===== config.mk =====
export PLATFORM = sky130hd
export DESIGN_NAME = frame_stream_ctrl
export DESIGN_NICKNAME = d
export VERILOG_FILES = /design/src/rtl/frame_stream_ctrl.sv
export SDC_FILE = /design/constraint.sdc
export NUM_CORES = 1
export LEC_CHECK = 0
export CAP_MARGIN = 20
export CORE_MARGIN = 2
export CORE_UTILIZATION = 50
export DETAILED_ROUTE_END_ITERATION = 12
export PLACE_DENSITY = 0.83
export SYNTH_ARGS = -nofsm -noshare
export SYNTH_HDL_FRONTEND = slang
export SYNTH_SLANG_ARGS = --single-unit

===== constraint.sdc =====
create_clock -name clk -period 5.15 [get_ports clk]
set_input_delay 0.7725 -clock clk [delete_from_list [all_inputs] [get_ports clk]]
set_output_delay 0.7725 -clock clk [all_outputs]
set_load 0.02 [all_outputs]

===== src/rtl/frame_stream_ctrl.sv =====
`default_nettype none
// +----------------------------------------------------------------------------+
// | frame_stream_ctrl: sequences one image run from the filter into the sink.  |
// | Rev 1.0                                                                    |
// +----------------------------------------------------------------------------+
module frame_stream_ctrl #(
  parameter int DATA_WIDTH = 8
) (
  input  logic                    clk,
  input  logic                    rst,
  input  logic                    i_enable,
  input  logic                    i_start,
  input  logic [15:0]             i_width,
  input  logic [15:0]             i_high,
  input  logic [15:0]             i_frames,
  input  logic [DATA_WIDTH*3-1:0] i_in_data,
  input  logic                    i_in_valid,
  output logic                    o_in_ready,
  output logic [DATA_WIDTH*3-1:0] o_out_data,
  output logic                    o_out_valid,
  output logic                    o_stop,
  output logic                    o_sof,
  output logic                    o_eol,
  output logic                    o_eof,
  output logic [15:0]             o_x_cnt,
  output logic [15:0]             o_y_cnt,
  output logic [15:0]             o_frame_cnt,
  output logic                    o_busy,
  output logic                    o_cfg_err
);

  typedef enum logic [1:0] {
    S_IDLE = 2'd0,
    S_RUN  = 2'd1,
    S_DONE = 2'd2
  } state_t;

  state_t                  r_state;
  state_t                  w_state_nxt;
  logic [15:0]             r_w;
  logic [15:0]             r_h;
  logic [15:0]             r_f;
  logic [15:0]             r_x;
  logic [15:0]             r_y;
  logic [15:0]             r_frame;
  logic [DATA_WIDTH*3-1:0] r_out_data;
  logic                    r_out_valid;
  logic                    r_stop;
  logic                    r_sof;
  logic                    r_eol;
  logic                    r_eof;
  logic                    r_cfg_err;

  logic w_launch;
  logic w_geom_ok;
  logic w_accept;
  logic w_x_last;
  logic w_y_last;
  logic w_f_last;
  logic w_first;

  assign w_launch  = (r_state == S_IDLE) & i_start & i_enable;
  assign w_geom_ok = (i_width != 16'd0) & (i_high != 16'd0) & (i_frames != 16'd0);
  assign w_accept  = (r_state == S_RUN) & i_enable & i_in_valid;
  assign w_x_last  = (r_x == r_w - 16'd1);
  assign w_y_last  = (r_y == r_h - 16'd1);
  assign w_f_last  = (r_frame == r_f - 16'd1);
  assign w_first   = (r_x == 16'd0) & (r_y == 16'd0);

  always_comb begin
    w_state_nxt = r_state;
    case (r_state)
      S_IDLE:  if (w_launch && w_geom_ok) w_state_nxt = S_RUN;
      S_RUN:   if (w_accept && w_x_last && w_y_last && w_f_last) w_state_nxt = S_DONE;
      S_DONE:  w_state_nxt = S_IDLE;
      default: w_state_nxt = S_IDLE;
    endcase
  end

  always_ff @(posedge clk) begin
    if (!rst) begin
      r_state     <= S_IDLE;
      r_w         <= 16'd0;
      r_h         <= 16'd0;
      r_f         <= 16'd0;
      r_x         <= 16'd0;
      r_y         <= 16'd0;
      r_frame     <= 16'd0;
      r_out_data  <= '0;
      r_out_valid <= 1'b0;
      r_stop      <= 1'b0;
      r_sof       <= 1'b0;
      r_eol       <= 1'b0;
      r_eof       <= 1'b0;
      r_cfg_err   <= 1'b0;
    end else begin
      r_state     <= w_state_nxt;
      r_stop      <= (r_state == S_DONE);
      r_out_valid <= w_accept;
      r_sof       <= w_accept & w_first;
      r_eol       <= w_accept & w_x_last;
      r_eof       <= w_accept & w_x_last & w_y_last;
      if (w_accept) begin
        r_out_data <= i_in_data;
        // Final pixel lets frame count reach F, marking the run complete
        if (w_x_last) begin
          r_x <= 16'd0;
          if (w_y_last) begin
            r_y     <= 16'd0;
            r_frame <= r_frame + 16'd1;
          end else begin
            r_y <= r_y + 16'd1;
          end
        end else begin
          r_x <= r_x + 16'd1;
        end
      end
      if (w_launch) begin
        r_w       <= i_width;
        r_h       <= i_high;
        r_f       <= i_frames;
        r_x       <= 16'd0;
        r_y       <= 16'd0;
        r_frame   <= 16'd0;
        r_cfg_err <= ~w_geom_ok;
      end
    end
  end

  assign o_in_ready  = (r_state == S_RUN) & i_enable;
  assign o_busy      = (r_state != S_IDLE);
  assign o_out_data  = r_out_data;
  assign o_out_valid = r_out_valid;
  assign o_stop      = r_stop;
  assign o_sof       = r_sof;
  assign o_eol       = r_eol;
  assign o_eof       = r_eof;
  assign o_x_cnt     = r_x;
  assign o_y_cnt     = r_y;
  assign o_frame_cnt = r_frame;
  assign o_cfg_err   = r_cfg_err;

endmodule
`default_nettype wire

# == Yosys cells after proc, flatten, opt, wreduce, memory -nomap -nowiden ==
# Index checks and enable logic that the tools add are counted.
# totals
regBits,128
inputBits,77
output_inout_bits,80
word_cells,59
# op_classes
n_addsub,6
eq_ne,7
muxes,5
n_bitwise,12
reduce_logical,15
# op_table
operator,n
adder 16 x 1 -> 16 bit (second input constant),3
== test 16 bit,3
nonzero test 16 bit,3
subtractor 16 x 1 -> 16 bit (second input constant),3
zero test 16 bit,2
2-to-1 mux 16 bit,2
AND 1 bit,10
logical AND 1 bit,4
2-to-1 mux 2 bit,2
one-hot mux 2 bit (2 select lines),1
AND reduction 2 bit,2
AND reduction 3 bit,1
== test 2 x 1 -> 1 bit (second input constant),1
== test 2 bit (second input constant),1
zero test 2 bit,1
!= test 2 x 1 -> 1 bit (second input constant),1
!= test 2 bit (second input constant),1
NOT 1 bit,2
nonzero test 2 bit,1
OR reduction 2 bit,1

# == Depth between registers and ports, before layout ==
# Gate-level depths: netlist (run 1).
# depth
word_depth,8
ltp_mapped,12
ltp_nobuf,9

# == Least setup slack after synthesis (run 1) ==
# Ideal clock, no wire load.
# synth_timing
path_kind,reg2reg
start,reg r_w[0]
end,reg r_frame[10] (netlist: o_frame_cnt[10])
setup_time_ns,0.118
t_arrival_ns,3.433
t_required_ns,5.032
path_slack_ns,1.599
stages_incl_launch_ff,12
path_buffers,2
synth_period_minus_slack_ns,3.551
cell_sequence,dfxtp_1 -> clkbuf_1 -> inv_1 -> ha_1 -> or4b_2 -> or3_1 -> o21ai_0 -> o221ai_1 -> or4_4 -> buf_6 -> or4_1 -> mux2i_1
# synth_between
elab_chain_len,3
# synth_lines
item,line_no,source
start: declaration,40,logic [15:0] r_w;
start signal: assignment,119,r_w <= i_width;
subtractor 16 x 1 -> 16 bit,65,assign w_x_last = (r_x == r_w - 16'd1);
== test 16 bit,65,
AND reduction 3 bit (no source line),-,
end signal: assignment,110,r_frame <= r_frame + 16'd1;
end: declaration,45,logic [15:0] r_frame;
# No other way between the ends.
# A chain may end at the register's enable or synchronous reset.

# == Worst setup path in the final report (run 1) ==
# layout_timing
start,reg r_w[0]
end,reg r_frame[11] (netlist: o_frame_cnt[11])
# The elaborated chain is that of the path after synthesis.

==> reports/metrics.yaml, run 1 <==
yosys:
  yosys.area_share.simple_pct: 32.0
  avgSynthCellArea_um2: 7.85
  syn_inst: 931
  muxShareOfSynthArea_pct: 2.21
  ys_seq_area_share_pct: 35.1
  synth_top_family_by_area: "simple AND/OR/NAND/NOR gates"
  synth_compound_area_share_pct: 17.0
  async_flop_share_pct: 0
  synthFlopType: "dfxtp_1"
  syn_nets: 1016
  synth-edff-count: 0
  ys_ff_latch: 128
  ys_warn_count: 0
  synthAdderAreaFrac_pct: 1.37
  synth.distinct_cells: 65
  synthXorXnorAreaFrac_pct: 8.27
  syn_area_um2: 7310
placement:
  dp_hpwl_um: 14500
  dp_cells: 1227
  gp_congestion: 0.981
  port_buffers: 156
clock_tree:
  cts.clk_slew.worst_paths_ns: 0.06
  tritoncts: "yes"
  cts_made_buffers: 17
  ctsHoldBuffers: 0
  htreeDepth: 4
  cts_buffer_depth: 2
  worstSkewPairLatency_ns: 0.42
  post_cts_resized: 0
  cts_sinks: 128
  root_buffer: "clkbuf_16"
  cts_setup_buffers: 0
detailed_routing:
  dr.pass1.iters: 6
  first_iter_violations: 476
  avgViaCountPerCell: 5.72
  drtAntennaViolNets: 0
  dr_total_vias: 7208
  totalWireLength_um: 19800
  wl_per_cell_um: 15.7
  route.detailed.drc: 0
global_routing:
  grtUsageMet2_pct: 42.3
  grt_usage_pct: 25.7
  grt_busiest_layer: "met2"
  grt_pass1_vias: 6727
  grt_first_pass_wirelength_um: 33100
  use_met3_pct: 5.88
  overflow: 0
  grt_max_degree: 79
  grt_util_met1_pct: 32.7
  antenna_found_initial: 1
floorplan:
  die_height_um: 125
  initial_core_util_pct: 50.7
  core_area_um2: 14400
  die_w_um: 125
  die_area_um2: 15600
  rows: 44
  ios: 157
power_and_ir_drop:
  intPower_w: 0.00206
  p_per_area_nw_per_um2: 283
  comb_power_share_pct: 13.3
  clkPwrFrac_pct: 48.4
  peakVddDrop_mv: 0.231
  p_seq_share_pct: 38.4
  switchingPower_w: 0.000660
  leakage_nw: 3.42
  swShare_pct: 24.2
timing:
  fmax_mhz: 260
  worst_clock_skew_ns: 0.00606
  period_needed_ns: 3.85
  fin_crit_sh_pct: 74.7
  finalSetupViolations: 0
  hold_violations: 0
  rsz0062_at_grt: "no"
  worst_pin_slew_ns: 0.972
  maxSlewHeadroom_pct: 35.2
  setup-tns-final_ns: 0
  maxSlewViolCount: 0
min_path:
  holdCritPathClass: "flop to flop"
critical_path:
  ff2ff_path_depth: 9
  cp-end-kind: "flop"
  setup.worst_path.class: "flop to flop"
  r2r-end: "o_frame_cnt[11]"
  cp-endpoint: "o_frame_cnt[11]"
  crit_required_ns: 5.45
  worstSetupStartpoint: "r_w[0]"
  worstPathMaxFanout: 22
  critPathArrivalTime_ns: 4.15
  r2r_slack_ns: 1.30
  rr_startpoint: "r_w[0]"
  start_kind: "flop"
flow_run:
  max_cap_viol_count: 0
finish:
  area_delta_synth_final_pct: 31.6
  num-fill-cells: 1185
  layout-drive-gt1-share_pct: 6.41
  nNetsFinal: 1149
  final_cell_count_no_fill: 1261
  antenna_cells: 0
outcome:
  outcome: "finished clean"
## power by group through the flow
stage	sequential (W)	combinational, W	clock [W]
6_report	0.00104	0.000361	0.00132
5_1_grt	0.00105	0.000399	0.00138
4_1_cts	0.00104	0.000359	0.00133
3_5_place_dp	0.00107	0.000357	0
3_3_place_gp	0.00106	0.000352	0
2_1_floorplan	0.00106	0.000233	0
## cell usage in the layout, fill, tap and decap left out, types with 17 or more instances in the layout
cell type / count
nor3_1: 23
xnor2_1: 42
nor4_1: 32
nor2_1: 52
nand2_1: 196
clkbuf_16: 17
nand4_1: 21
dfxtp_1: 128
a21oi_1: 24
a21boi_0: 74
clkdlybuf4s50_1: 155
nand3_1: 32
xor2_1: 27
inv_1: 23
o21ai_0: 19
## sequential cells by signal, indices dropped and copies added (netlist names), 2 cells and up
signal and flops:
o_x_cnt 16, o_y_cnt 16, o_frame_cnt 16, r_w 16, r_f 16, r_state 2, r_h 16, o_out_data 24
## worst max-delay path, stage by stage (launching register included)
cell and delay [ns]:
dfxtp_1 0.39, inv_1 0.09, ha_1 0.28, or4b_2 0.64
or3_1 0.38, o21ai_0 0.24, o221ai_1 0.27, or4_4 0.71
or4_1 0.59, mux2i_1 0.15
## worst min-delay path by stage
stage / slack [ns] / depth (start not counted) / startpoint / end
final: 0.46 / 2 / o_out_data[7] / o_out_data[7]
after global routing: 0.48 / 2 / o_out_data[11] / o_out_data[11]
after CTS: 0.47 / 2 / o_out_data[8] / o_out_data[8]
after detailed placement: 0.46 / 2 / o_out_data[8] / o_out_data[8]
after global placement: 0.45 / 2 / o_out_data[9] / o_out_data[9]
after floorplan: 0.46 / 2 / r_h[15] / r_h[15]
## layout make-up
type	instances	area, um2	area share, %
clock inverters	8	150	1.56
well taps	184	230	2.39
clock buffers	24	502	5.22
repair buffers	165	1630	16.9
flip-flops and latches	128	2560	26.6
inverters	23	86.3	0.897
multi-input cells	729	4460	46.4
## synthesized netlist by cell type (11+ instances only)
master | count | share of area [%]
xor2_1 | 27 | 3.2
or3_1 | 11 | 0.94
and3_1 | 15 | 1.3
or4_1 | 12 | 1.2
inv_1 | 23 | 1.2
xnor2_1 | 42 | 5.0
clkbuf_1 | 44 | 2.3
mux2i_1 | 15 | 2.1
a21oi_1 | 24 | 1.6
nor4_1 | 32 | 2.7
nand2b_1 | 13 | 1.1
nand2_1 | 196 | 10
dfxtp_1 | 128 | 35
nor3_1 | 23 | 1.6
nand3_1 | 33 | 2.3
nand4_1 | 21 | 1.8
nor2_1 | 52 | 2.7
a21boi_0 | 74 | 7.6
o21ai_0 | 19 | 1.3
## cells by family (layout without fill, tap and decap cells)
kind of cell | Yosys count | after routing
multiplexers | 16 | 16
flip-flops | 128 | 128
buffers and inverters | 74 | 220
AND/OR/NAND/NOR | 463 | 463
adder cells (fa/ha/maj) | 8 | 8
AO/OA/AOI/OAI | 173 | 173
XOR/XNOR | 69 | 69
## per-layer routing
layer / part of all wire (%) / wire, um
met2: 47 / 9360
met3: 7.2 / 1430
met4: 2.4 / 483
met1: 43 / 8530
met5: 0.066 / 13
## per-stage QoR
stage / hold slack, ns / setup WS, ns / utilization [%] / power [W] / instance area [um2]
4_1_cts: 0.466 / 1.35 / 66.6 / 0.00274 / 9600
6_report: 0.461 / 1.30 / 66.7 / 0.00272 / 9620
2_1_floorplan: 0.455 / 1.60 / - / 0.00129 / 7310
3_3_place_gp: 0.451 / 1.47 / 62.1 / 0.00142 / 8950
5_1_grt: 0.479 / 1.11 / 66.7 / 0.00282 / 9620
3_5_place_dp: 0.458 / 1.38 / 62.1 / 0.00142 / 8950
Power figures use the tool's default switching activity.
==> run 2: changes to the inputs <==
Clock period 5.15 ns to 4 ns, I/O delays scaled along.
==> run 2 against run 1 <==
Compared with the run above: combinational power up 29%; first-iteration DRC count fell by 3.2%; non-clock buffer count rose by 1; clock power increased by 15%; clock skew shrank 0.0012 ns; wire length shrank 0.39%; utilization down 0.49 points; register-to-register slack got worse by 1.1 ns; worst hold slack about the same; highest routed layer unchanged; flip-flop and latch count stayed put; sequential share of layout area up 0.20 points.
==> reports/metrics.yaml, run 2 (synthesized netlist as in run 1, its figures left out) <==
detailed_routing:
  dr_total_vias: 7186  # was 7208
  wl_per_cell_um: 15.7  # about the same
  route.detailed.drc: 0  # unchanged
  avgViaCountPerCell: 5.70  # was 5.72
  first_iter_violations: 461  # was 476
  totalWireLength_um: 19700  # was 19800 um
  drtAntennaViolNets: 0  # unchanged
  dr.pass1.iters: 5  # was 6
finish:
  final_cell_area_um2: 9550  # was 9620 um2
  largest_reg_flops: 24  # unchanged
  nNetsFinal: 1150  # was 1149
  area_delta_synth_final_pct: 30.7  # was 31.6%
  num-fill-cells: 1276  # was 1185
  antenna_cells: 0  # unchanged
  regArea_um2: 2560  # unchanged
  multiInputGateArea_um2: 4460  # unchanged
  layout-drive-gt1-share_pct: 6.22  # was 6.41%
  layout_commonest_cell: "nand2_1"  # unchanged
  fin_util_pct: 66.2  # was 66.7%
  mostFrequentLayoutCells: "196 x nand2_1, 155 x clkdlybuf4s50_1, 128 x dfxtp_1"  # unchanged
flow_run:
  max_cap_viol_count: 0  # unchanged
clock_tree:
  cts_sinks: 128  # unchanged
  cts_buffer_depth: 2  # unchanged
  htreeDepth: 4  # unchanged
  worstSkewPairLatency_ns: 0.42  # about the same
  cts_made_buffers: 17  # unchanged
  ctsHoldBuffers: 0  # unchanged
  cts.clk_slew.worst_paths_ns: 0.05  # was 0.06 ns
  tritoncts: "yes"  # unchanged
  post_cts_resized: 0  # unchanged
  cts_setup_buffers: 0  # unchanged
  root_buffer: "clkbuf_16"  # unchanged
global_routing:
  antenna_found_initial: 1  # unchanged
  grt_first_pass_wirelength_um: 32300  # was 33100 um
  grt_max_degree: 50  # was 79
  grt_usage_pct: 25.2  # was 25.7%
  overflow: 0  # unchanged
  grt_pass1_vias: 6605  # was 6727
timing:
  fin_crit_sh_pct: 95.2  # was 74.7%
  worst_clock_skew_ns: 0.00488  # was 0.00606 ns
  fmax_mhz: 263  # was 260 MHz
  hold_violations: 0  # unchanged
  maxSlewHeadroom_pct: 49.2  # was 35.2%
  period_needed_ns: 3.81  # was 3.85 ns
  maxSlewViolCount: 0  # unchanged
  finalSetupViolations: 0  # unchanged
  worst_pin_slew_ns: 0.756  # was 0.972 ns
  rsz0062_at_grt: "no"  # unchanged
  setup-tns-final_ns: 0  # unchanged
power_and_ir_drop:
  p_per_area_nw_per_um2: 349  # was 283 nW/um2
  peakVddDrop_mv: 0.271  # was 0.231 mV
  leakage_nw: 3.40  # was 3.42 nW
floorplan:
  core_area_um2: 14400  # unchanged
  ios: 157  # unchanged
  rows: 44  # unchanged
  initial_core_util_pct: 50.7  # unchanged
  die_w_um: 125  # unchanged
  die_area_um2: 15600  # unchanged
  die_height_um: 125  # unchanged
critical_path:
  setup.worst_path.class: "flop to flop"  # unchanged
  start_kind: "flop"  # unchanged
  r2r_slack_ns: 0.19  # was 1.30 ns
  cp-end-kind: "flop"  # unchanged
  critPathArrivalTime_ns: 4.12  # was 4.15 ns
  crit_required_ns: 4.31  # was 5.45 ns
  worstPathMaxFanout: 17  # was 22
placement:
  placed_area_um2: 8970  # was 8950 um2
  gp_congestion: 0.906  # was 0.981
  dp_hpwl_um: 14600  # was 14500 um
  port_buffers: 156  # unchanged
min_path:
  holdCritPathClass: "flop to flop"  # unchanged
outcome:
  outcome: "finished clean"  # unchanged
run 2: cell types whose count changed in the layout (fill, tap and decap cells not counted):
| cell | previous run | this run |
|---|---|---|
| buf_2 | 2 | 1 |
| clkbuf_1 | 2 | 4 |
| buf_6 | 1 | 0 |
| buf_4 | 7 | 10 |
| clkinv_2 | 0 | 4 |
| bufinv_16 | 4 | 2 |
| clkbuf_8 | 5 | 4 |
| clkinvlp_4 | 4 | 0 |
run 2: final timing paths:
check,startpoint,endpoint,cells after the start
setup / recovery,r_h[0],o_frame_cnt[15],9
hold / removal,o_out_data[6],o_out_data[6],2
setup reg to reg,r_h[0],o_frame_cnt[15],9
hold reg to reg,o_out_data[6],o_out_data[6],2
run 2: stage by stage:
| step | instances | worst slack (ns) | hold slack [ns] | power [W] |
|---|---|---|---|---|
| after floorplan | 931 | 0.449 | 0.455 | 0.00166 |
| after global placement | 1230 | 0.335 | 0.449 | 0.00182 |
| after detailed placement | 1230 | 0.272 | 0.458 | 0.00183 |
| after CTS | 1261 | 0.223 | 0.464 | 0.00334 |
| after global routing | 1261 | 0.0265 | 0.481 | 0.00346 |
| final | 1261 | 0.192 | 0.461 | 0.00333 |
run 2: power by group:
group          total (W)  internal (W)  switching [W]
Sequential       0.00135       0.00131      0.0000403
Combinational   0.000466      0.000225       0.000241
Clock            0.00152      0.000975       0.000548
run 2: routing by layer:
| metal | vias to the layer above | track usage (%) | wire (um) |
|---|---|---|---|
| met5 | - | 0 | 16 |
| met4 | 2 | 10.6 | 465 |
| met3 | 37 | 5.58 | 1040 |
| met2 | 202 | 41.5 | 9350 |
| met1 | 3377 | 32.1 | 8880 |
| li1 | 3568 | - | - |
run 2: worst max-delay path, stage by stage, from the launching register on:
cell and delay, ns:
dfxtp_1 0.36, inv_1 0.08, ha_1 0.29, nor4b_2 0.60, o311ai_0 0.28, a211oi_1 0.40, o211ai_1 0.17, or4_1 0.76
or4_1 0.62, mux2i_1 0.14
run 2: cell type report:
| class | instances | share of cell area, % |
|---|---|---|
| inverters | 23 | 0.904 |
| well taps | 184 | 2.41 |
| clock inverters | 6 | 0.838 |
| repair buffers | 166 | 17.1 |
| flip-flops and latches | 128 | 26.8 |
| clock buffers | 25 | 5.19 |
| multi-input cells | 729 | 46.7 |
==> run 3: changes to the inputs <==
Settings changed: ABC_AREA set to 1, CTS_BUF_LIST set to sky130_fd_sc_hd__clkbuf_2, PLACE_DENSITY 0.83 to 0.82.
==> run 3 against run 2 <==
Compared with the run above: global-route usage increased by 2.7 points; count of clock-buffer cells in the layout decreased by 7; worst hold slack got worse by 0.24 ns; worst setup slack improved by 1.0 ns.
==> reports/metrics.yaml, run 3 <==
outcome:
  outcome: "finished clean"  # unchanged
min_path:
  hold_depth: 3  # was 2
  holdCritPathClass: "input pin to flop"  # was flop to flop
  hp-start: "rst"  # was o_out_data[6]
  holdPathEnd: "o_stop"  # was o_out_data[6]
yosys:
  synth.top_cells.by_count: "241 x nand2_1, 191 x nor2_1, 128 x dfxtp_1"  # was 196 x nand2_1, 128 x dfxtp_1, 74 x a21boi_0
  syn_nets: 1260  # was 1016
  netlist.area_leader.share_pct: 33.0  # was 35.1%
  synth.most_common_cell: "nand2_1"  # unchanged
  async_flop_share_pct: 0  # unchanged
  syn_area_um2: 7760  # was 7310 um2
  avgSynthCellArea_um2: 6.60  # was 7.85 um2
  ys_seq_area_share_pct: 33.0  # was 35.1%
  synth_area_leader_cell: "dfxtp_1"  # unchanged
  ys_warn_count: 0  # unchanged
  synth.distinct_cells: 39  # was 65
  yosys-top-cells-area: "dfxtp_1 33%, nand2_1 12%, nor2_1 9.2%"  # was dfxtp_1 35%, nand2_1 10%, a21boi_0 7.6%
  ys_ff_latch: 128  # unchanged
  synth-edff-count: 0  # unchanged
  syn_inst: 1175  # was 931
  synthFlopType: "dfxtp_1"  # unchanged
detailed_routing:
  drtAntennaViolNets: 0  # unchanged
  dr_total_vias: 8178  # was 7186
  wl_per_cell_um: 15.1  # was 15.7 um
  route.detailed.drc: 0  # unchanged
  first_iter_violations: 637  # was 461
  totalWireLength_um: 22800  # was 19700 um
  avgViaCountPerCell: 5.40  # was 5.70
  dr.pass1.iters: 5  # unchanged
global_routing:
  grt_usage_pct: 27.9  # was 25.2%
  grt_pass1_vias: 7656  # was 6605
  overflow: 0  # unchanged
  antenna_found_initial: 1  # unchanged
  grt_max_degree: 77  # was 50
  grt_first_pass_wirelength_um: 37000  # was 32300 um
finish:
  nNetsFinal: 1396  # was 1150
  layout-drive-gt1-share_pct: 7.85  # was 6.22%
  mostFrequentLayoutCells: "241 x nand2_1, 191 x nor2_1, 155 x clkdlybuf4s50_1"  # was 196 x nand2_1, 155 x clkdlybuf4s50_1, 128 x dfxtp_1
  layout_commonest_cell: "nand2_1"  # unchanged
  fin_util_pct: 63.7  # was 66.2%
  area_delta_synth_final_pct: 24.9  # was 30.7%
  largest_reg_flops: 24  # unchanged
timing:
  maxSlewHeadroom_pct: 44.1  # was 49.2%
  fmax_mhz: 358  # was 263 MHz
  maxSlewViolCount: 0  # unchanged
  worst_clock_skew_ns: 0.0388  # was 0.00488 ns
  hold_violations: 0  # unchanged
  finalSetupViolations: 0  # unchanged
  fin_crit_sh_pct: 69.8  # was 95.2%
  period_needed_ns: 2.79  # was 3.81 ns
  setup-tns-final_ns: 0  # unchanged
  rsz0062_at_grt: "no"  # unchanged
  worst_pin_slew_ns: 0.835  # was 0.756 ns
clock_tree:
  cts_sinks: 128  # unchanged
  ctsHoldBuffers: 0  # unchanged
  root_buffer: "clkbuf_2"  # was clkbuf_16
  htreeDepth: 4  # unchanged
  cts_made_buffers: 17  # unchanged
  cts_buffer_depth: 2  # unchanged
  cts.clk_slew.worst_paths_ns: 0.21  # was 0.05 ns
  tritoncts: "yes"  # unchanged
  cts_setup_buffers: 0  # unchanged
  worstSkewPairLatency_ns: 0.72  # was 0.42 ns
  post_cts_resized: 0  # unchanged
power_and_ir_drop:
  leakage_nw: 4.16  # was 3.40 nW
  peakVddDrop_mv: 0.292  # was 0.271 mV
  p_per_area_nw_per_um2: 308  # was 349 nW/um2
  power_w: 0.00299  # was 0.00333 W
critical_path:
  start_kind: "flop"  # unchanged
  setup.worst_path.class: "flop to flop"  # unchanged
  cp-end-kind: "flop"  # unchanged
  r2r-end: "o_frame_cnt[10]"  # was o_frame_cnt[15]
  worstPathMaxFanout: 18  # was 17
  r2r_slack_ns: 1.21  # was 0.19 ns
  rr_startpoint: "r_h[0]"  # unchanged
  ff2ff_path_depth: 15  # was 9
  crit_required_ns: 4.60  # was 4.31 ns
  critPathArrivalTime_ns: 3.39  # was 4.12 ns
floorplan:
  core_area_um2: 15200  # was 14400 um2
  initial_core_util_pct: 51.0  # was 50.7%
  die_w_um: 129  # was 125 um
  ios: 157  # unchanged
  die_area_um2: 16500  # was 15600 um2
  die_height_um: 129  # was 125 um
  rows: 45  # was 44
flow_run:
  max_cap_viol_count: 0  # unchanged
placement:
  gp_congestion: 0.945  # was 0.906
  port_buffers: 156  # unchanged
  dp_hpwl_um: 16900  # was 14600 um
-- run 3: cell count changes in the layout (fill, tap and decap cells not counted), moves of 37 or more --
cell / delta
a21boi_0: -74
nor2_1: +139
o21ai_0: +69
inv_1: +91
nand3_1: +37
nand2_1: +45
-- run 3: metrics by stage --
| step | area (um2) | setup WS, ns | instances | hold WS [ns] |
|---|---|---|---|---|
| after global routing | 9690 | 0.955 | 1514 | 0.149 |
| after CTS | 9680 | 1.23 | 1512 | 0.162 |
| final | 9690 | 1.21 | 1514 | 0.225 |
| after floorplan | 7760 | 1.91 | 1175 | 0.422 |
| after detailed placement | 9420 | 0.907 | 1480 | 0.440 |
| after global placement | 9420 | 1.01 | 1480 | 0.435 |
-- run 3: how the worst max path moves through the flow --
stage               slack (ns)              end      from
floorplan                 1.91   o_frame_cnt[2]    r_h[0]
global placement          1.01       o_y_cnt[5]  i_enable
detailed placement        0.91       o_y_cnt[2]  i_enable
CTS                       1.23  o_frame_cnt[10]    r_h[0]
global route              0.96  o_frame_cnt[10]    r_h[0]
finish                    1.21  o_frame_cnt[10]    r_h[0]
-- run 3: critical path: stages (launching register included) --
cell	delay, ns
dfxtp_1	0.36
inv_2	0.08
ha_1	0.16
inv_1	0.05
nor2_1	0.19
nand2_1	0.19
nor2_4	0.20
nand2_1	0.08
nand2_1	0.07
nand2_1	0.05
nor2_1	0.11
nand2_1	0.13
nor2_4	0.44
nand3_4	0.31
nand2_1	0.18
a21oi_1	0.09
-- run 3: per-layer routing --
metal / part of all wire, % / global-route usage, % / vias to the layer above
met3: 7.4 / 6.82 / 51
met5: 0 / 0 / -
met1: 44 / 35.2 / 3708
li1: - / - / 4093
met2: 46 / 46.2 / 326
met4: 3.0 / 11.3 / 0
-- run 3: cell families after synthesis --
logic type               count (synthesis)  synth area share (%)
AND/OR/NAND/NOR                        641                  38.3
buffers and inverters                  166                  8.34
AO/OA/AOI/OAI                          159                  10.8
flip-flops                             128                  33.0
XOR/XNOR                                73                  8.24
adder cells (fa/ha/maj)                  8                  1.29
-- run 3: power by group --
part	internal (W)	switching [W]	leakage [nW]	total (W)
clock	0.000360	0.000555	0.152	0.000915
sequential	0.00133	0.0000446	1.04	0.00137
combinational	0.000278	0.000422	2.96	0.000701
-- run 3: cell type report --
type	instances	area [um2]
multi-input combinational	881	4560
fill	1396	5510
clock buffer	18	90.1
tap	188	235
inverter	121	454
antenna	2	5.00
timing repair buffer	162	1600
sequential	128	2560
clock inverter	14	179
